<file path="config.mk">
export PLATFORM = sky130hd
export DESIGN_NAME = render_cmd_reader
export DESIGN_NICKNAME = d
export VERILOG_FILES = /design/src/rtl/render_cmd_pkg.sv /design/src/rtl/slot_bank_ram.sv /design/src/rtl/render_cmd_reader.sv
export SDC_FILE = /design/constraint.sdc
export NUM_CORES = 2
export LEC_CHECK = 0
export BUFFER_PORTS_ARGS = -buffer_cell sky130_fd_sc_hd__buf_2
export CAP_MARGIN = 20
export CORE_MARGIN = 8
export CORE_UTILIZATION = 65
export CTS_CLUSTER_DIAMETER = 30
export DETAILED_ROUTE_END_ITERATION = 16
export GPL_ROUTABILITY_DRIVEN = 1
export PLACE_DENSITY = 0.79
export RECOVER_POWER = 25
export SLEW_MARGIN = 0
export SYNTH_ARGS = -nofsm -noshare
export SYNTH_HDL_FRONTEND = slang
export SYNTH_SLANG_ARGS = --single-unit
</file>
<file path="constraint.sdc">
create_clock -name clk50 -period 16.02 [get_ports clk50]
set_input_delay 1.602 -clock clk50 [delete_from_list [all_inputs] [get_ports clk50]]
set_output_delay 1.602 -clock clk50 [all_outputs]
set_load 0.02 [all_outputs]
</file>
<file path="src/rtl/render_cmd_pkg.sv">
// Shared definitions for the render command queue: opcodes, field positions,
// the sprite slot entry layout and the reader FSM states.
package render_cmd_pkg;

    localparam int CMD_W = 48;

    localparam logic [3:0] OP_NOP        = 4'd0;
    localparam logic [3:0] OP_SET        = 4'd1;
    localparam logic [3:0] OP_CLEAR_SLOT = 4'd2;
    localparam logic [3:0] OP_CLEAR_ALL  = 4'd3;
    localparam logic [3:0] OP_COMMIT     = 4'd4;

    localparam int OP_LSB       = 44;
    localparam int OP_W         = 4;
    localparam int SLOT_LSB     = 38;
    localparam int SLOT_FIELD_W = 6;
    localparam int X_LSB        = 28;
    localparam int Y_LSB        = 18;
    localparam int COORD_W      = 10;
    localparam int BASE_LSB     = 9;
    localparam int BASE_W       = 9;

    typedef struct packed {
        logic        valid;
        logic [9:0]  x;
        logic [9:0]  y;
        logic [8:0]  base;
    } slot_entry_t;

    localparam int ENTRY_W = $bits(slot_entry_t);

    typedef enum logic [2:0] {
        ST_IDLE,
        ST_EXEC,
        ST_CLEAR,
        ST_WAIT_FRAME,
        ST_COPY
    } state_t;

    // Builds a command word with the reserved bits zeroed.
    function automatic logic [CMD_W-1:0] make_cmd(
        input logic [3:0] op,
        input logic [5:0] slot,
        input logic [9:0] x,
        input logic [9:0] y,
        input logic [8:0] base
    );
        return {op, slot, x, y, base, 9'd0};
    endfunction

endpackage

</file>
<file path="src/rtl/slot_bank_ram.sv">
// Two banks of sprite slots: shadow-bank write port, registered renderer read
// port and a combinational copy read port, both reading the active bank.
module slot_bank_ram
    import render_cmd_pkg::*;
#(
    parameter int N_SLOTS = 32,
    parameter int SLOT_W  = 5
) (
    input  logic               clk50,
    input  logic               reset,
    input  logic               wr_bank,
    input  logic [SLOT_W-1:0]  wr_addr,
    input  logic               wr_data_en,
    input  logic               wr_valid_en,
    input  logic [ENTRY_W-1:0] wr_entry,
    input  logic               rd_bank,
    input  logic [SLOT_W-1:0]  rd_addr,
    output logic [ENTRY_W-1:0] rd_entry,
    input  logic [SLOT_W-1:0]  cp_addr,
    output logic [ENTRY_W-1:0] cp_entry
);

    localparam int DEPTH  = 2 * N_SLOTS;
    localparam int DATA_W = ENTRY_W - 1;

    // Coordinates live in plain RAM; only the valid bits need a reset.
    logic [DATA_W-1:0] data_mem [DEPTH];
    logic [DEPTH-1:0]  valid_bits;
    logic [SLOT_W:0]   wr_index;
    logic [SLOT_W:0]   rd_index;
    logic [SLOT_W:0]   cp_index;

    assign wr_index = {wr_bank, wr_addr};
    assign rd_index = {rd_bank, rd_addr};
    assign cp_index = {rd_bank, cp_addr};

    always_ff @(posedge clk50) begin
        if (wr_data_en) begin
            data_mem[wr_index] <= wr_entry[DATA_W-1:0];
        end
    end

    generate
        for (genvar gi = 0; gi < DEPTH; gi++) begin : g_valid
            logic valid_reg;
            always_ff @(posedge clk50 or posedge reset) begin
                if (reset) begin
                    valid_reg <= 1'b0;
                end else if (wr_valid_en && (wr_index == (SLOT_W+1)'(gi))) begin
                    valid_reg <= wr_entry[ENTRY_W-1];
                end
            end
            assign valid_bits[gi] = valid_reg;
        end
    endgenerate

    always_ff @(posedge clk50 or posedge reset) begin
        if (reset) begin
            rd_entry <= '0;
        end else begin
            rd_entry <= {valid_bits[rd_index], data_mem[rd_index]};
        end
    end

    assign cp_entry = {valid_bits[cp_index], data_mem[cp_index]};

endmodule

</file>
<file path="src/rtl/render_cmd_reader.sv">
// Render-queue consumer: pops commands, edits the shadow sprite bank and swaps
// banks on the first frame_start after a COMMIT, then resyncs the shadow bank.
module render_cmd_reader
    import render_cmd_pkg::*;
#(
    parameter int N_SLOTS = 32,
    parameter int SLOT_W  = 5
) (
    input  logic              clk50,
    input  logic              reset,
    input  logic              q_empty,
    input  logic [47:0]       q_dout,
    output logic              q_pop_front,
    input  logic              frame_start,
    input  logic [SLOT_W-1:0] rd_slot,
    output logic              rd_valid,
    output logic [9:0]        rd_x,
    output logic [9:0]        rd_y,
    output logic [8:0]        rd_base,
    output logic              active_bank,
    output logic [15:0]       cmd_count,
    output logic              err_opcode
);

    state_t                     state_reg, state_next;
    logic [CMD_W-1:BASE_LSB]    cmd_reg;
    logic [SLOT_W-1:0]          idx_reg;
    logic                       active_bank_reg;
    logic [15:0]                cmd_count_reg;
    logic                       err_reg;

    logic [OP_W-1:0]            op;
    logic [SLOT_FIELD_W-1:0]    slot_field;
    logic                       slot_ok;
    logic                       cmd_ok;
    logic                       idx_last;

    logic                       pop;
    logic                       count_inc;
    logic                       err_set;
    logic                       idx_clr;
    logic                       idx_inc;
    logic                       bank_flip;
    logic                       wr_data_en;
    logic                       wr_valid_en;
    logic [SLOT_W-1:0]          wr_addr;
    slot_entry_t                wr_entry_s;
    slot_entry_t                cp_entry_s;
    slot_entry_t                rd_entry_s;
    logic                       unused_reserved;

    assign unused_reserved = ^q_dout[BASE_LSB-1:0];

    assign op         = cmd_reg[OP_LSB +: OP_W];
    assign slot_field = cmd_reg[SLOT_LSB +: SLOT_FIELD_W];
    assign slot_ok    = (slot_field >> SLOT_W) == '0;
    assign cmd_ok     = (op <= OP_COMMIT) &&
                        (slot_ok || !((op == OP_SET) || (op == OP_CLEAR_SLOT)));
    assign idx_last   = idx_reg == SLOT_W'(N_SLOTS - 1);

    always_ff @(posedge clk50 or posedge reset) begin
        if (reset) begin
            state_reg <= ST_IDLE;
        end else begin
            state_reg <= state_next;
        end
    end

    always_comb begin
        state_next = state_reg;
        case (state_reg)
            ST_IDLE:       if (!q_empty) state_next = ST_EXEC;
            ST_EXEC: begin
                if (cmd_ok && (op == OP_CLEAR_ALL))   state_next = ST_CLEAR;
                else if (cmd_ok && (op == OP_COMMIT)) state_next = ST_WAIT_FRAME;
                else                                  state_next = ST_IDLE;
            end
            ST_CLEAR:      if (idx_last) state_next = ST_IDLE;
            ST_WAIT_FRAME: if (frame_start) state_next = ST_COPY;
            ST_COPY:       if (idx_last) state_next = ST_IDLE;
            default:       state_next = ST_IDLE;
        endcase
    end

    always_comb begin
        pop         = 1'b0;
        count_inc   = 1'b0;
        err_set     = 1'b0;
        idx_clr     = 1'b0;
        idx_inc     = 1'b0;
        bank_flip   = 1'b0;
        wr_data_en  = 1'b0;
        wr_valid_en = 1'b0;
        wr_addr     = idx_reg;
        wr_entry_s  = '0;
        case (state_reg)
            ST_IDLE: pop = !q_empty;
            ST_EXEC: begin
                idx_clr = 1'b1;
                if (cmd_ok) begin
                    count_inc = 1'b1;
                    if (op == OP_SET) begin
                        wr_data_en  = 1'b1;
                        wr_valid_en = 1'b1;
                        wr_addr     = slot_field[SLOT_W-1:0];
                        wr_entry_s  = '{valid: 1'b1,
                                        x:     cmd_reg[X_LSB +: COORD_W],
                                        y:     cmd_reg[Y_LSB +: COORD_W],
                                        base:  cmd_reg[BASE_LSB +: BASE_W]};
                    end else if (op == OP_CLEAR_SLOT) begin
                        wr_valid_en = 1'b1;
                        wr_addr     = slot_field[SLOT_W-1:0];
                    end
                end else begin
                    err_set = 1'b1;
                end
            end
            ST_CLEAR: begin
                wr_valid_en = 1'b1;
                idx_inc     = 1'b1;
            end
            ST_WAIT_FRAME: begin
                bank_flip = frame_start;
                idx_clr   = frame_start;
            end
            ST_COPY: begin
                // Shadow is resynced from the freshly displayed bank.
                wr_data_en  = 1'b1;
                wr_valid_en = 1'b1;
                wr_entry_s  = cp_entry_s;
                idx_inc     = 1'b1;
            end
            default: ;
        endcase
    end

    always_ff @(posedge clk50 or posedge reset) begin
        if (reset) begin
            cmd_reg         <= '0;
            idx_reg         <= '0;
            active_bank_reg <= 1'b0;
            cmd_count_reg   <= '0;
            err_reg         <= 1'b0;
        end else begin
            if (pop) cmd_reg <= q_dout[CMD_W-1:BASE_LSB];
            if (count_inc) cmd_count_reg <= cmd_count_reg + 16'd1;
            if (err_set) err_reg <= 1'b1;
            if (bank_flip) active_bank_reg <= ~active_bank_reg;
            if (idx_clr) begin
                idx_reg <= '0;
            end else if (idx_inc) begin
                idx_reg <= idx_reg + SLOT_W'(1);
            end
        end
    end

    slot_bank_ram #(
        .N_SLOTS (N_SLOTS),
        .SLOT_W  (SLOT_W)
    ) u_banks (
        .clk50       (clk50),
        .reset       (reset),
        .wr_bank     (~active_bank_reg),
        .wr_addr     (wr_addr),
        .wr_data_en  (wr_data_en),
        .wr_valid_en (wr_valid_en),
        .wr_entry    (wr_entry_s),
        .rd_bank     (active_bank_reg),
        .rd_addr     (rd_slot),
        .rd_entry    (rd_entry_s),
        .cp_addr     (idx_reg),
        .cp_entry    (cp_entry_s)
    );

    assign q_pop_front = pop && !reset;
    assign rd_valid    = rd_entry_s.valid;
    assign rd_x        = rd_entry_s.x;
    assign rd_y        = rd_entry_s.y;
    assign rd_base     = rd_entry_s.base;
    assign active_bank = active_bank_reg;
    assign cmd_count   = cmd_count_reg;
    assign err_opcode  = err_reg;

endmodule

</file>
* After elaboration in Yosys (flattened, before gate mapping)
Memories as Yosys holds them, arrays and structs flattened. A register that Yosys moved wholly into a read port is not among the register bits. Cells that the tools add are included.
Storage, ports and cells: output and inout port bits 49, memories 1, input port bits 57, bits in writable memories 1856, register bits after elaboration 159
Operators by class: order comparisons 3, add/sub/neg operators 2, muxes and demuxes 36, eq/ne operators 75, reduce and logical (&&, ||, !) cells 79, bitwise operators 1
Memory list:
- u_banks.data_mem | depth 64, bits a word 29, rd ports 2, clocked after Yosys merged registers in 1, write ports 1, line slot_bank_ram.sv:27 | logic [DATA_W-1:0] data_mem [DEPTH];
Operator list (number):
- 6-bit == test, second input constant | 32
- 6-bit by 5-bit == test with 1-bit output, second input constant | 16
- 1-bit logical AND | 68
- 30-bit two-way mux | 2
- 30-bit one-hot mux with 2 select lines | 1
- 6-bit by 4-bit == test with 1-bit output, second input constant | 8
- 5-bit two-way mux | 6
- 6-bit by 3-bit == test with 1-bit output, second input constant | 4
- 16-bit by 1-bit adder with 16-bit output, second input constant | 1
- 1-bit two-way mux | 16
- 6-bit by 7-bit less-than comparator with 1-bit output, second input constant | 2
- 1-bit binary-select mux with 6-bit select | 2
- 6-bit by 2-bit == test with 1-bit output, second input constant | 2
- 6-bit logical NOT | 2
- 3-bit one-hot mux with 4 select lines | 1
- 3-bit two-way mux | 3
- 4-bit by 2-bit == test with 1-bit output, second input constant | 2
- 3-bit by 2-bit == test with 1-bit output, second input constant | 2
- 6-bit by 1-bit == test with 1-bit output, second input constant | 1
- 1-bit one-hot mux with 2 select lines | 3
- 5-bit by 1-bit adder with 5-bit output, second input constant | 1
- 5-bit == test, second input constant | 1
- 4-bit by 1-bit == test with 1-bit output, second input constant | 1
- 4-bit by 3-bit == test with 1-bit output, second input constant | 1
- other kinds (13) | 18

* Logic depth before layout (Yosys ltp)
depth in word-level cells 9, mapped depth 11, mapped depth without buffers 6

* Modules after synthesis
From an unflattened synthesis, not the netlist that was laid out.
Second synthesis, totals: cells, all modules 4590, area, all modules 92623.8 um2
Modules (own cells, without submodules):
- slot_bank_ram | cells each 4317, seq. area each 58085.7 um2, area each 89378.2 um2, instances 1
- render_cmd_reader | cells each 273, seq. area each 1626.6 um2, area each 3245.6 um2, instances 1

* Worst setup path after synthesis
OpenSTA, ideal clock, no wires.
path kind input -> output, start point in reset, end point out q_pop_front, stages on the path 2, slack 8.987 ns, buffers on the path 0, arrival 5.431 ns, cells stage by stage inv_1 and2_1
Between the ends: longest elaborated chain between the ends 2
RTL lines:
- start: declaration | line render_cmd_reader.sv:10 | input logic reset,
- 1-bit logical NOT (no line)
- 1-bit logical AND | line render_cmd_reader.sv:175 | assign q_pop_front = pop && !reset;
- end: declaration | line render_cmd_reader.sv:13 | output logic q_pop_front,
Every way passes these cells.

==> flow_summary.json <==
{
  "r2r-start": "idx_reg[0]$_DFFE_PP0P_",
  "area_growth_syn_to_layout_pct": 18.05,
  "synth_xor_area_share_pct": 0.1792,
  "gp_congestion": 0.8497,
  "min_to": "cmd_count[15]$_DFFE_PP0P_",
  "fin_ws_ps": 6433,
  "swShare_pct": 26.19,
  "synth_area_leader_cell": "edfxtp_1",
  "drive_gt1_share_pct": 43.80,
  "ys_types": 57,
  "vdd_drop_max_mv": 0.1846,
  "worstPathRequired_ps": 16810,
  "firstDrtPassIters": 5,
  "synth-seq-cells": 2015,
  "overflow": 0,
  "cts_hold_buf": 0,
  "cts_setup_buffers": 0,
  "worst-r2r-cell-count": 7,
  "pwr-share-seq_pct": 36.7,
  "worstPathArrival_ps": 10370,
  "cp_slowest_cell": "clkbuf_1",
  "io_buffer_count": 96,
  "start_util_pct": 65.51,
  "io_pins": 106,
  "combPwrFrac_pct": 13.7,
  "drv_slew": 1191,
  "cap_viol_max_count": 42,
  "drc": 0,
  "drtAntennaViolNets": 0,
  "finClkSkew_ps": 55.24,
  "holdPathStages": 1,
  "post_drt_wl_per_cell_um": 44.87,
  "pre_cts_ws_ps": 9243,
  "power_density_mw_per_mm2": 154.9,
  "clk_root_buffer_cell": "clkbuf_16",
  "grt_antenna_before_repair": 12,
  "drt_wl_total_um": 306700,
  "synthFlopType": "edfxtp_1",
  "cts_buffer_depth": 4,
  "synth_area_per_cell_um2": 21.55,
  "internal_power_mw": 12.54,
  "grt_pass1_vias": 58110,
  "r2r_end": "u_banks.data_mem[50][14]$_DFFE_PP_",
  "synth-simple-area-share_pct": 1.427,
  "avgViaCountPerCell": 8.190,
  "synth_common_cells": "1856 x edfxtp_1, 1173 x mux4_2, 159 x dfrtp_1",
  "rsz0062_at_grt": "no",
  "vias": 55978,
  "path_cells": "clkbuf_1 -> buf_12 -> buf_4 -> buf_4 -> mux4_2 -> mux4_2 -> mux4_2",
  "synthAdderAreaFrac_pct": 0.04042,
  "ys_warn_count": 0,
  "nets": 4677,
  "yosys-top-cells-area": "edfxtp_1 60%, mux4_2 28%, dfrtp_1 4.3%, mux2i_1 0.82%, mux2_2 0.79%",
  "max_freq_mhz": 104.3,
  "cts_tree": "yes",
  "crit_buf_inv": 4,
  "synth_top_area_share_pct": 60.02,
  "syn-num-nets": 4369,
  "setup_viol": 0,
  "final-hold-violation-count": 0,
  "insertion_delay_ps": 970,
  "rows": 138,
  "clockPowerShare_pct": 49.6,
  "coreArea_mm2": 0.1418,
  "synth_compound_area_share_pct": 2.323,
  "crit_top_cell": "mux4_2",
  "cp-start-kind": "input pin",
  "worstPathMaxFanout": 95,
  "drt_iter0_drc": 9138,
  "grt_pass1_wl_um": 431300,
  "period_minus_slack_ps": 9587,
  "worstMarginPinSlew_ps": 6733,
  "finalCritPeriodShare_pct": 59.85,
  "ys_seq_area_share_pct": 64.30,
  "crit_type": "in -> reg",
  "die_area_mm2": 0.1552,
  "hold_start": "cmd_count[15]$_DFFE_PP0P_",
  "die_h_um": 394.0,
  "failed_checks": "max-capacitance violations, max-slew violations",
  "track_usage_pct": 39.24,
  "largest_reg_flops": 1856,
  "cts_resized": 0,
  "power_switching_mw": 4.447,
  "synth_most_common_cell": "edfxtp_1",
  "synthArstFlopShare_pct": 7.891,
  "reg2reg_slack_ps": 7870,
  "end_kind": "flip-flop",
  "cts_sinks": 2015,
  "cellLeakagePower_nw": 36.30,
  "hp-class": "reg -> reg",
  "die_x_um": 394.0,
  "numCtsBuffers": 396,
  "cp_slowest_stage_delay_ps": 4610,
  "outcome": "complete, but fails checks",
  "synthCells": 4309,
  "cts.htree.levels": 5,
  "clk_pin_slew_ps": 50,
  "hpwlAfterDp_um": 149300,
  "synth_top_family_by_area": "multiplexers",
  "synth_edf_count": 1856,
  "grt_max_degree": 127,
  "muxShareOfSynthArea_pct": 30.07,
  "critical_path.top_delay_family": "buffers and inverters",
  "fin_tns_setup_ps": 0,
  "synth.cell_area_mm2": 0.09287,
  "slew_headroom_pct": -348.9
}
cells by family (layout without fill, tap and decap cells):
group	after synthesis	count (layout)
other cells	0	4
xor+xnor	19	19
simple gates	266	266
mux	1315	1315
fa+ha+maj	3	3
compound gates	333	333
buf+inv	358	990
flops	2015	2015
stage by stage:
stage	total power [mW]	hold slack, ps	area (µm²)	cells	util [%]
after floorplan	7.823	458.6	92870	4309	-
after global placement	8.511	455.1	96440	6105	68.03
after detailed placement	8.557	456.9	96470	6107	68.05
after CTS	16.96	466.2	109900	6829	77.56
after global routing	17.31	506.7	109600	6831	77.32
final	16.98	469.6	109600	6835	77.33
layout by cell type, fill, tap and decap left out, drive strengths merged, types with 58 or more instances in the layout:
cell,instances
clkinv,129
mux2i,77
edfxtp,1856
o31ai,62
dfrtp,159
buf,181
mux2,65
bufinv,58
clkbuf,514
nor2,98
mux4,1173
o21ai,96
worst reg2reg max path: stages, from the launching register on:
cell      delay, ps
dfrtp_1        1910
clkbuf_1       2500
mux4_2          600
mux2i_1          90
a21oi_1         190
a32oi_1         300
o21ai_4         150
clkbuf_1       1810
area by class of cell:
cell class / count / area, µm²
tap: 1890 / 2365
multi-input combinational: 1936 / 32280
inverter: 8 / 32.53
timing repair buffer: 260 / 1729
clock buffer: 435 / 10140
sequential: 2015 / 59730
antenna: 4 / 10.01
clock inverter: 287 / 3336
fill: 6844 / 32140
power groups by stage:
stage | clock network (mW) | registers [mW] | logic (mW)
after CTS | 8.43 | 6.21 | 2.31
final | 8.43 | 6.23 | 2.32
after global routing | 8.66 | 6.23 | 2.42
after floorplan | 0 | 6.22 | 1.60
after detailed placement | 0 | 6.31 | 2.24
after global placement | 0 | 6.31 | 2.21
worst max path at each step:
stage	to	cells after the start	slack [ps]	start
floorplan	q_pop_front	2	8990	reset
global placement	u_banks.rd_entry[5]$_DFF_PP0_	7	9290	rd_slot[0]
detailed placement	u_banks.rd_entry[5]$_DFF_PP0_	7	9240	rd_slot[0]
CTS	u_banks.data_mem[6][21]$_DFFE_PP_	8	9630	idx_reg[0]$_DFFE_PP0P_
global route	u_banks.rd_entry[27]$_DFF_PP0_	7	5520	rd_slot[0]
finish	u_banks.rd_entry[5]$_DFF_PP0_	7	6430	rd_slot[0]
metal layers:
| metal | share of wire, % | GRT usage [%] |
|---|---|---|
| met5 | 0.018 | 0 |
| met4 | 8.9 | 28.16 |
| met3 | 14 | 12.41 |
| met2 | 46 | 59.11 |
| met1 | 31 | 48.65 |
Note: power is estimated with default switching activity, not from simulation.
